## config.mk

```make
export PLATFORM = sky130hd
export DESIGN_NAME = addsub_serial
export DESIGN_NICKNAME = d
export VERILOG_FILES = /design/src/rtl/alu_pkg.sv /design/src/rtl/adder_slice.sv /design/src/rtl/addsub_serial.sv
export SDC_FILE = /design/constraint.sdc
export NUM_CORES = 1
export LEC_CHECK = 0
export BUFFER_PORTS_ARGS = -buffer_cell sky130_fd_sc_hd__buf_4
export CAP_MARGIN = 40
export CORE_MARGIN = 1
export CORE_UTILIZATION = 35
export DETAILED_ROUTE_END_ITERATION = 6
export GPL_TIMING_DRIVEN = 0
export PLACE_DENSITY = 0.6
export SYNTH_ARGS = -nofsm -noshare
export SYNTH_HDL_FRONTEND = slang
export SYNTH_SLANG_ARGS = --single-unit
```

## constraint.sdc

```tcl
create_clock -name CLK -period 4.2 [get_ports CLK]
set_clock_uncertainty 0.2 [all_clocks]
set_input_delay 0.63 -clock CLK [delete_from_list [all_inputs] [get_ports CLK]]
set_output_delay 0.63 -clock CLK [all_outputs]
set_load 0.1 [all_outputs]
```

## src/rtl/alu_pkg.sv

```systemverilog
// ---------------------------------------------------------------------------
// alu_pkg
// Shared definitions for the SAP ALU core.
//   addsub_state_t : sequencing states of the digit-serial adder/subtractor
//   ALU_ADD/ALU_SUB: encodings of the SUB mode input
// ---------------------------------------------------------------------------
package alu_pkg;

    typedef enum logic [1:0] {
        IDLE = 2'd0,
        RUN  = 2'd1,
        DONE = 2'd2
    } addsub_state_t;

    localparam logic ALU_ADD = 1'b0;
    localparam logic ALU_SUB = 1'b1;

endpackage

```

## src/rtl/adder_slice.sv

```systemverilog
// ---------------------------------------------------------------------------
// adder_slice
// Combinational W-bit ripple-carry adder, the single arithmetic slice that
// the serial adder/subtractor reuses on every RUN cycle.
// Ports:
//   A, B  [W-1:0] in   addends
//   C           in   carry-in
//   SUM   [W-1:0] out  A + B + C modulo 2^W
//   CARRY       out  carry-out of the top bit
// ---------------------------------------------------------------------------
module adder_slice #(
    parameter int W = 4
) (
    input  logic [W-1:0] A,
    input  logic [W-1:0] B,
    input  logic         C,
    output logic [W-1:0] SUM,
    output logic         CARRY
);

    logic [W:0] chain;

    assign chain[0] = C;

    // One full adder per bit; the carry ripples up through chain[].
    for (genvar i = 0; i < W; i++) begin : g_fa
        assign SUM[i]     = A[i] ^ B[i] ^ chain[i];
        assign chain[i+1] = (A[i] & B[i]) | (chain[i] & (A[i] ^ B[i]));
    end

    assign CARRY = chain[W];

endmodule

```

## src/rtl/addsub_serial.sv

```systemverilog
// ---------------------------------------------------------------------------
// addsub_serial
// Digit-serial adder/subtractor (SAP ALU core). Operands are latched on
// START and processed DIGIT bits per clock through one adder_slice; the
// result becomes visible, complete, together with a one-cycle DONE pulse.
// Optional flags: define ADDSUB_FLAGS_EN to register ZF/NF/VF; otherwise
// they are tied to 0 and the ports are kept.
// Parameters: WIDTH (operand width), DIGIT (bits per clock, divides WIDTH)
// Ports:
//   CLK         in   clock, rising edge
//   CLR_N       in   synchronous active-low reset
//   START       in   request, sampled only in IDLE
//   SUB         in   0 = add, 1 = subtract (latched with START)
//   A, B  [W]   in   operands (latched with START)
//   C           in   add carry-in (latched, ignored when subtracting)
//   BUSY        out  high while running
//   DONE        out  one-cycle pulse when SUM/CARRY/flags are new
//   SUM   [W]   out  result, held until the next DONE
//   CARRY       out  carry-out (subtract: 1 = no borrow)
//   ZF, NF, VF  out  zero, negative, signed-overflow flags
// ---------------------------------------------------------------------------
module addsub_serial
    import alu_pkg::*;
#(
    parameter int WIDTH = 8,
    parameter int DIGIT = 4
) (
    input  logic             CLK,
    input  logic             CLR_N,
    input  logic             START,
    input  logic             SUB,
    input  logic [WIDTH-1:0] A,
    input  logic [WIDTH-1:0] B,
    input  logic             C,
    output logic             BUSY,
    output logic             DONE,
    output logic [WIDTH-1:0] SUM,
    output logic             CARRY,
    output logic             ZF,
    output logic             NF,
    output logic             VF
);

    localparam int N  = WIDTH / DIGIT;
    localparam int CW = (N > 1) ? $clog2(N) : 1;

    if (WIDTH % DIGIT != 0) begin : g_bad_digit
        $error("addsub_serial: WIDTH must be a multiple of DIGIT");
    end

    addsub_state_t    state, state_next;
    logic [CW-1:0]    digit_cnt;
    logic [WIDTH-1:0] a_reg, b_reg, result_reg, result_next, sum_reg;
    logic             carry_reg, carry_out_reg;
    logic [DIGIT-1:0] slice_sum;
    logic             slice_carry;
    logic             last_digit;

    assign last_digit = (digit_cnt == CW'(N - 1));

    adder_slice #(.W(DIGIT)) u_slice (
        .A     (a_reg[digit_cnt*DIGIT +: DIGIT]),
        .B     (b_reg[digit_cnt*DIGIT +: DIGIT]),
        .C     (carry_reg),
        .SUM   (slice_sum),
        .CARRY (slice_carry)
    );

    // Current digit merged into the partial result, so the final digit can
    // be published to SUM on the same edge that enters DONE.
    always_comb begin
        result_next = result_reg;
        result_next[digit_cnt*DIGIT +: DIGIT] = slice_sum;
    end

    always_ff @(posedge CLK) begin
        if (!CLR_N) state <= alu_pkg::IDLE;
        else        state <= state_next;
    end

    always_comb begin
        state_next = state;
        BUSY       = 1'b0;
        DONE       = 1'b0;
        case (state)
            alu_pkg::IDLE: if (START) state_next = alu_pkg::RUN;
            alu_pkg::RUN: begin
                BUSY = 1'b1;
                if (last_digit) state_next = alu_pkg::DONE;
            end
            alu_pkg::DONE: begin
                DONE       = 1'b1;
                state_next = alu_pkg::IDLE;
            end
            default: state_next = alu_pkg::IDLE;
        endcase
    end

    // Subtraction is A + ~B + 1, so the operand inversion and the forced
    // carry-in are folded in at latch time and RUN is mode-agnostic.
    always_ff @(posedge CLK) begin
        if (!CLR_N) begin
            a_reg         <= '0;
            b_reg         <= '0;
            result_reg    <= '0;
            sum_reg       <= '0;
            carry_reg     <= 1'b0;
            carry_out_reg <= 1'b0;
            digit_cnt     <= '0;
        end else begin
            case (state)
                alu_pkg::IDLE: begin
                    if (START) begin
                        a_reg      <= A;
                        b_reg      <= (SUB == ALU_SUB) ? ~B : B;
                        carry_reg  <= (SUB == ALU_SUB) ? 1'b1 : C;
                        result_reg <= '0;
                        digit_cnt  <= '0;
                    end
                end
                alu_pkg::RUN: begin
                    result_reg <= result_next;
                    carry_reg  <= slice_carry;
                    digit_cnt  <= last_digit ? '0 : digit_cnt + 1'b1;
                    if (last_digit) begin
                        sum_reg       <= result_next;
                        carry_out_reg <= slice_carry;
                    end
                end
                default: ;
            endcase
        end
    end

    assign SUM   = sum_reg;
    assign CARRY = carry_out_reg;

`ifdef ADDSUB_FLAGS_EN
    logic zf_reg, nf_reg, vf_reg;

    // Flags follow SUM: they change only on the edge that enters DONE.
    // Overflow uses the effective (possibly inverted) B operand.
    always_ff @(posedge CLK) begin
        if (!CLR_N) begin
            zf_reg <= 1'b0;
            nf_reg <= 1'b0;
            vf_reg <= 1'b0;
        end else if (state == alu_pkg::RUN && last_digit) begin
            zf_reg <= (result_next == '0);
            nf_reg <= result_next[WIDTH-1];
            vf_reg <= (a_reg[WIDTH-1] == b_reg[WIDTH-1]) &&
                      (result_next[WIDTH-1] != a_reg[WIDTH-1]);
        end
    end

    assign ZF = zf_reg;
    assign NF = nf_reg;
    assign VF = vf_reg;
`else
    assign ZF = 1'b0;
    assign NF = 1'b0;
    assign VF = 1'b0;
`endif

endmodule
```

==> After elaboration in Yosys (flattened, before gate mapping) <==
Cells that the tools add are included.
{ "word_totals": {"rom_bits": 0, "mem_count": 0, "ram_bits": 0, "register_bits": 37, "latchBits": 0} }
{ "op_classes": {"bitwise": 21, "muxes": 15, "shifts": 4, "reduce_logical": 6, "magnitude_cmp": 0, "eq_ne": 4, "div_mod_pow": 0, "n_addsub": 2, "mul": 0} }
{ "op_table": {"columns": ["op", "count"], "rows": [
  ["3-bit negation with 34-bit output", 1],
  ["4-bit by 34-bit variable shift with 8-bit output, first input constant", 1],
  ["4-bit by 34-bit variable part select with 8-bit output", 1],
  ["8-bit two-way mux", 2],
  ["8-bit one-hot mux with 2 select lines", 1],
  ["8-bit by 4-bit variable part select with 4-bit output", 2],
  ["1-bit AND", 8],
  ["8-bit bitwise mux", 1],
  ["8-bit NOT", 1],
  ["2-bit AND reduction", 4],
  ["1-bit bitwise XOR", 8],
  ["1-bit two-way mux", 6],
  ["2-bit two-way mux", 2],
  ["2-bit != test, second input constant", 2],
  ["1-bit OR", 4],
  ["1-bit one-hot mux with 2 select lines", 2],
  ["2-bit one-hot mux with 2 select lines", 1],
  ["2-bit by 1-bit == test with 1-bit output, second input constant", 1],
  ["2-bit == test, second input constant", 1],
  ["2-bit logical NOT", 1],
  ["2-bit nonzero test", 1],
  ["1-bit adder, second input constant", 1]
]} }

==> Logic depth before layout (Yosys ltp) <==
{ "logic_depth": {"ltp_word": 12, "ltp_mapped": 10, "ltp_nobuf": 9} }

==> Hierarchy <==
From an unflattened synthesis, not the netlist that was laid out.
{ "hier_totals": {"hier_cells": 162, "area_unflattened_um2": 1617.8} }
{ "modules_own_cells": {"columns": ["mod", "cells_each", "area_per_inst_um2", "n_inst", "seq_area_each_um2"], "rows": [
  ["addsub_serial", 148, 1500.2, 1, 660.6],
  ["adder_slice", 14, 117.6, 1, 0.0]
]} }

==> Worst setup path before layout <==
Ideal clock, no wire load.
{ "synth_path": {"path_type": "register to register", "start": "register digit_cnt", "end": "register result_reg[3]", "required_ns": 3.939, "arrival_time_ns": 2.457, "stages_incl_launch_ff": 11, "path_slack_ns": 1.483, "path_cell_list": "dfxtp_1 buf_2 mux2i_1 fa_1 inv_1 fa_1 fa_1 inv_1 fa_1 nor2b_1 a32o_1"} }
{ "synth_between": {"elab_chain_len": 12, "word_cells_on_any_way": 24} }
{ "synth_lines": {"columns": ["element", "line", "rtl"], "rows": [
  ["start: declaration", "addsub_serial.sv:52", "logic [CW-1:0] digit_cnt;"],
  ["start signal: assignment", "addsub_serial.sv:124", "digit_cnt <= last_digit ? '0 : digit_cnt + 1'b1;"],
  ["8-bit by 4-bit variable part select with 4-bit output (on tied branches)", "addsub_serial.sv:62, addsub_serial.sv:63", null],
  ["1-bit bitwise XOR", "adder_slice.sv:27, adder_slice.sv:28", null],
  ["1-bit AND", "adder_slice.sv:28", "assign chain[i+1] = (A[i] & B[i]) | (chain[i] & (A[i] ^ B[i]));"],
  ["1-bit OR", "adder_slice.sv:28", null],
  ["1-bit AND", "adder_slice.sv:28", null],
  ["1-bit OR", "adder_slice.sv:28", null],
  ["1-bit AND", "adder_slice.sv:28", null],
  ["1-bit OR", "adder_slice.sv:28", null],
  ["1-bit bitwise XOR", "adder_slice.sv:27", "assign SUM[i] = A[i] ^ B[i] ^ chain[i];"],
  ["4-bit by 34-bit variable part select with 8-bit output", "addsub_serial.sv:73", "result_next[digit_cnt*DIGIT +: DIGIT] = slice_sum;"],
  ["8-bit bitwise mux *", "addsub_serial.sv:73", null],
  ["8-bit one-hot mux with 2 select lines *", "addsub_serial.sv:111", "case (state)"],
  ["end signal: assignment", "addsub_serial.sv:122", "result_reg <= result_next;"],
  ["end: declaration", "addsub_serial.sv:53", "logic [WIDTH-1:0] a_reg, b_reg, result_reg, result_next, sum_reg;"]
]} }
Mark *: on every way between the ends. The rest lies on a longest branch, timed or not.
A chain may end at the register's enable or synchronous reset.

==> Worst setup path after layout <==
Ends and elaborated chain as after synthesis.

==> impl_metrics.env <==
export IMPL_period_needed_ns=2.91
export IMPL_routed_wl_mm=2.95
export IMPL_ys_seq_area_share_pct=41.8
export IMPL_tns_ns=0
export IMPL_syn_inst=164
export IMPL_hpwl_mm=2.28
export IMPL_syn_to_final_growth_pct=26.2
export IMPL_cp_max_fo=10
export IMPL_worstHoldStart="a_reg[5]$_SDFFE_PN0P_"
export IMPL_ys_types=31
export IMPL_synthFlopType="dfxtp_1"
export IMPL_drt_first_pass_iters=4
export IMPL_nFillCells=448
export IMPL_gp_congestion=0.753
export IMPL_viasPerCell=4.59
export IMPL_startpoint="digit_cnt$_SDFFE_PN0P_"
export IMPL_wl_per_cell_um=11.5
export IMPL_synth_top_family_by_area="compound AO/OA/AOI/OAI gates"
export IMPL_worst_r2r_startpoint="digit_cnt$_SDFFE_PN0P_"
export IMPL_yosysWarnings=0
export IMPL_core_mm2=0.00435
export IMPL_fin_cells=256
export IMPL_arrival_ns=2.94
export IMPL_grt_pass1_wl_mm=5.36
export IMPL_cts_sinks=33
export IMPL_irDropWorstVdd_mv=0.149
export IMPL_fmax_ghz=0.343
export IMPL_critPathSlowestCell="fa_1"
export IMPL_syn_avg_cell_area_um2=9.64
export IMPL_leakagePower_nw=0.943
export IMPL_cellPowerDensity_mw_per_mm2=401
export IMPL_insertedDiodeCount=0
export IMPL_ios=35
export IMPL_cts_buffer_depth=2
export IMPL_numCtsBuffers=5
export IMPL_post_cts_setup_buffers=0
export IMPL_cp_common_cell="fa_1"
export IMPL_port_buffer_count=30
export IMPL_slowest_delay_ns=0.42
export IMPL_synthMuxAreaShare_pct=5.38
export IMPL_period_share_pct=69.3
export IMPL_synth_compound_area_share_pct=17.8
export IMPL_antenna_found_initial=0
export IMPL_ys_ff_latch=33
export IMPL_ant_nets=0
export IMPL_cp_required_ns=4.23
export IMPL_finalSetupViolations=0
export IMPL_cap_viol_max_count=0
export IMPL_ctsHtreeMaxLevel=2
export IMPL_startpoint_type="flop"
export IMPL_grtUsageTotal_pct=13.8
export IMPL_synth_edf_count=0
export IMPL_fp_dieH_um=69.2
export IMPL_cts_tree="yes"
export IMPL_initial_core_util_pct=36.3
export IMPL_drt_iter0_drc=59
export IMPL_clk_latency_ns=0.28
export IMPL_die_w_um=69.2
export IMPL_cp_top_family="adder cells"
export IMPL_cp_cell_sequence="buf_2, mux2i_1, fa_1, inv_1, fa_1, fa_1, inv_1, fa_1, nor2b_1, a32o_1"
export IMPL_slew_viol_final=0
export IMPL_synthArstFlopShare_pct=0
export IMPL_clock_root_buffer="clkbuf_8"
export IMPL_grt_overflow_total=0
export IMPL_final_nets=228
export IMPL_endpoint_kind="flop"
export IMPL_synth_xor_area_share_pct=4.43
export IMPL_worst_path_buf_inv=3
export IMPL_grt_pass1_vias=1205
export IMPL_power_total_uw=801
export IMPL_postCtsHoldBufs=0
export IMPL_synth_simple_area_share_pct=17.6
export IMPL_vias=1174
export IMPL_setup_worst_path_class="reg2reg"
export IMPL_cts_resized=0
export IMPL_status="complete, no violations"
export IMPL_rows=24
export IMPL_grt_max_degree=11
export IMPL_rsz0062_at_grt="no"
export IMPL_synthAdderAreaFrac_pct=5.07
export IMPL_hold_viol=0
export IMPL_hp_class="reg2reg"
export IMPL_synth_area_mm2=0.00158
export IMPL_place_inst=248
export IMPL_die_area_mm2=0.00479
export IMPL_drc=0
export IMPL_clkTransAtPathRegs_ns=0.07
export IMPL_drive_gt1_share_pct=28.4
final cells by class:
type | count | area [um2] | area share, %
multi-input cells | 113 | 806 | 40.4
inverters | 5 | 18.8 | 0.941
plain buffers | 15 | 103 | 5.14
flip-flops and latches | 33 | 661 | 33.1
repair buffers | 30 | 225 | 11.3
well taps | 52 | 65.1 | 3.26
clock inverters | 1 | 30.0 | 1.51
clock buffers | 7 | 86.3 | 4.33
layout by cell type (no fill, tap or decap), drive strengths merged:
master  instances
or3b            1
nor3b           2
and3            2
nand3b          1
bufinv          1
o21bai          1
mux2i           4
nand2          40
o22ai           1
xnor2           8
and2b           1
a21boi         14
a21oi           1
clkbuf         10
dfxtp          33
fa              4
a31o            2
conb            3
o211a          11
nand2b          1
nor2            3
nor2b           5
buf            42
inv             5
a32o            3
mux2            4
and3b           1
final timing paths:
path,end,slack [ns],cells past startpoint
worst min register to register,a_reg[5]$_SDFFE_PN0P_,0.25,2
worst max register to register,result_reg[3]$_SDFFE_PN0P_,1.29,10
worst min-delay path,a_reg[5]$_SDFFE_PN0P_,0.25,2
worst max-delay path,result_reg[3]$_SDFFE_PN0P_,1.29,10
cell usage after synthesis, types with 2 or more instances:
library cell | instances | area [um2]
a21boi_1 | 5 | 37.5
inv_1 | 5 | 18.8
o211a_1 | 11 | 110
xnor2_1 | 8 | 70.1
buf_4 | 5 | 37.5
and3_1 | 2 | 12.5
clkbuf_1 | 3 | 11.3
mux2i_1 | 4 | 40.0
fa_1 | 4 | 80.1
mux2_2 | 4 | 45.0
a31o_2 | 2 | 17.5
nor2b_1 | 5 | 31.3
buf_2 | 4 | 20.0
a21boi_0 | 9 | 67.6
buf_6 | 3 | 33.8
nand2_1 | 40 | 150
dfxtp_1 | 33 | 661
nor2_1 | 2 | 7.51
a32o_1 | 3 | 30.0
where the power goes:
group	switching [mW]	leakage (nW)	internal [mW]	total [mW]
clock network	0.112	0.0585	0.193	0.306
registers	0.00972	0.270	0.333	0.342
logic	0.0883	0.615	0.0643	0.153
total	0.210	0.943	0.590	0.801
stage by stage:
| stage | hold WS, ns | setup WS [ns] | util, % | area (um2) |
|---|---|---|---|---|
| 2_1_floorplan | 0.232 | 1.48 | - | 1590 |
| 5_1_grt | 0.285 | 1.08 | 45.8 | 1990 |
| 4_1_cts | 0.254 | 1.26 | 45.8 | 1990 |
| 3_5_place_dp | 0.245 | 1.26 | 43.1 | 1880 |
| 6_report | 0.254 | 1.29 | 45.8 | 1990 |
| 3_3_place_gp | 0.240 | 1.31 | 43.1 | 1880 |
worst min-delay path, delay by kind of cell, from the launching register on:
| family | cells | cell delay [ns] |
|---|---|---|
| AND/OR/NAND/NOR | 1 | 0.05 |
| flip-flops | 1 | 0.31 |
| AO/OA/AOI/OAI | 1 | 0.05 |
routing by layer:
layer	up-vias	wire length, um	GRT usage, %
li1	617	-	-
met1	523	1440	18.2
met2	26	1340	22.2
met3	8	133	3.20
met4	0	44	4.76
met5	-	0	0
kinds of logic after synthesis:
family,count (synthesis)
XOR/XNOR,8
other,1
buffers and inverters,20
multiplexers,8
AO/OA/AOI/OAI,33
AND/OR/NAND/NOR,57
flip-flops,33
adder cells (fa/ha/maj),4
No activity file was read; power rests on OpenSTA's default activity.
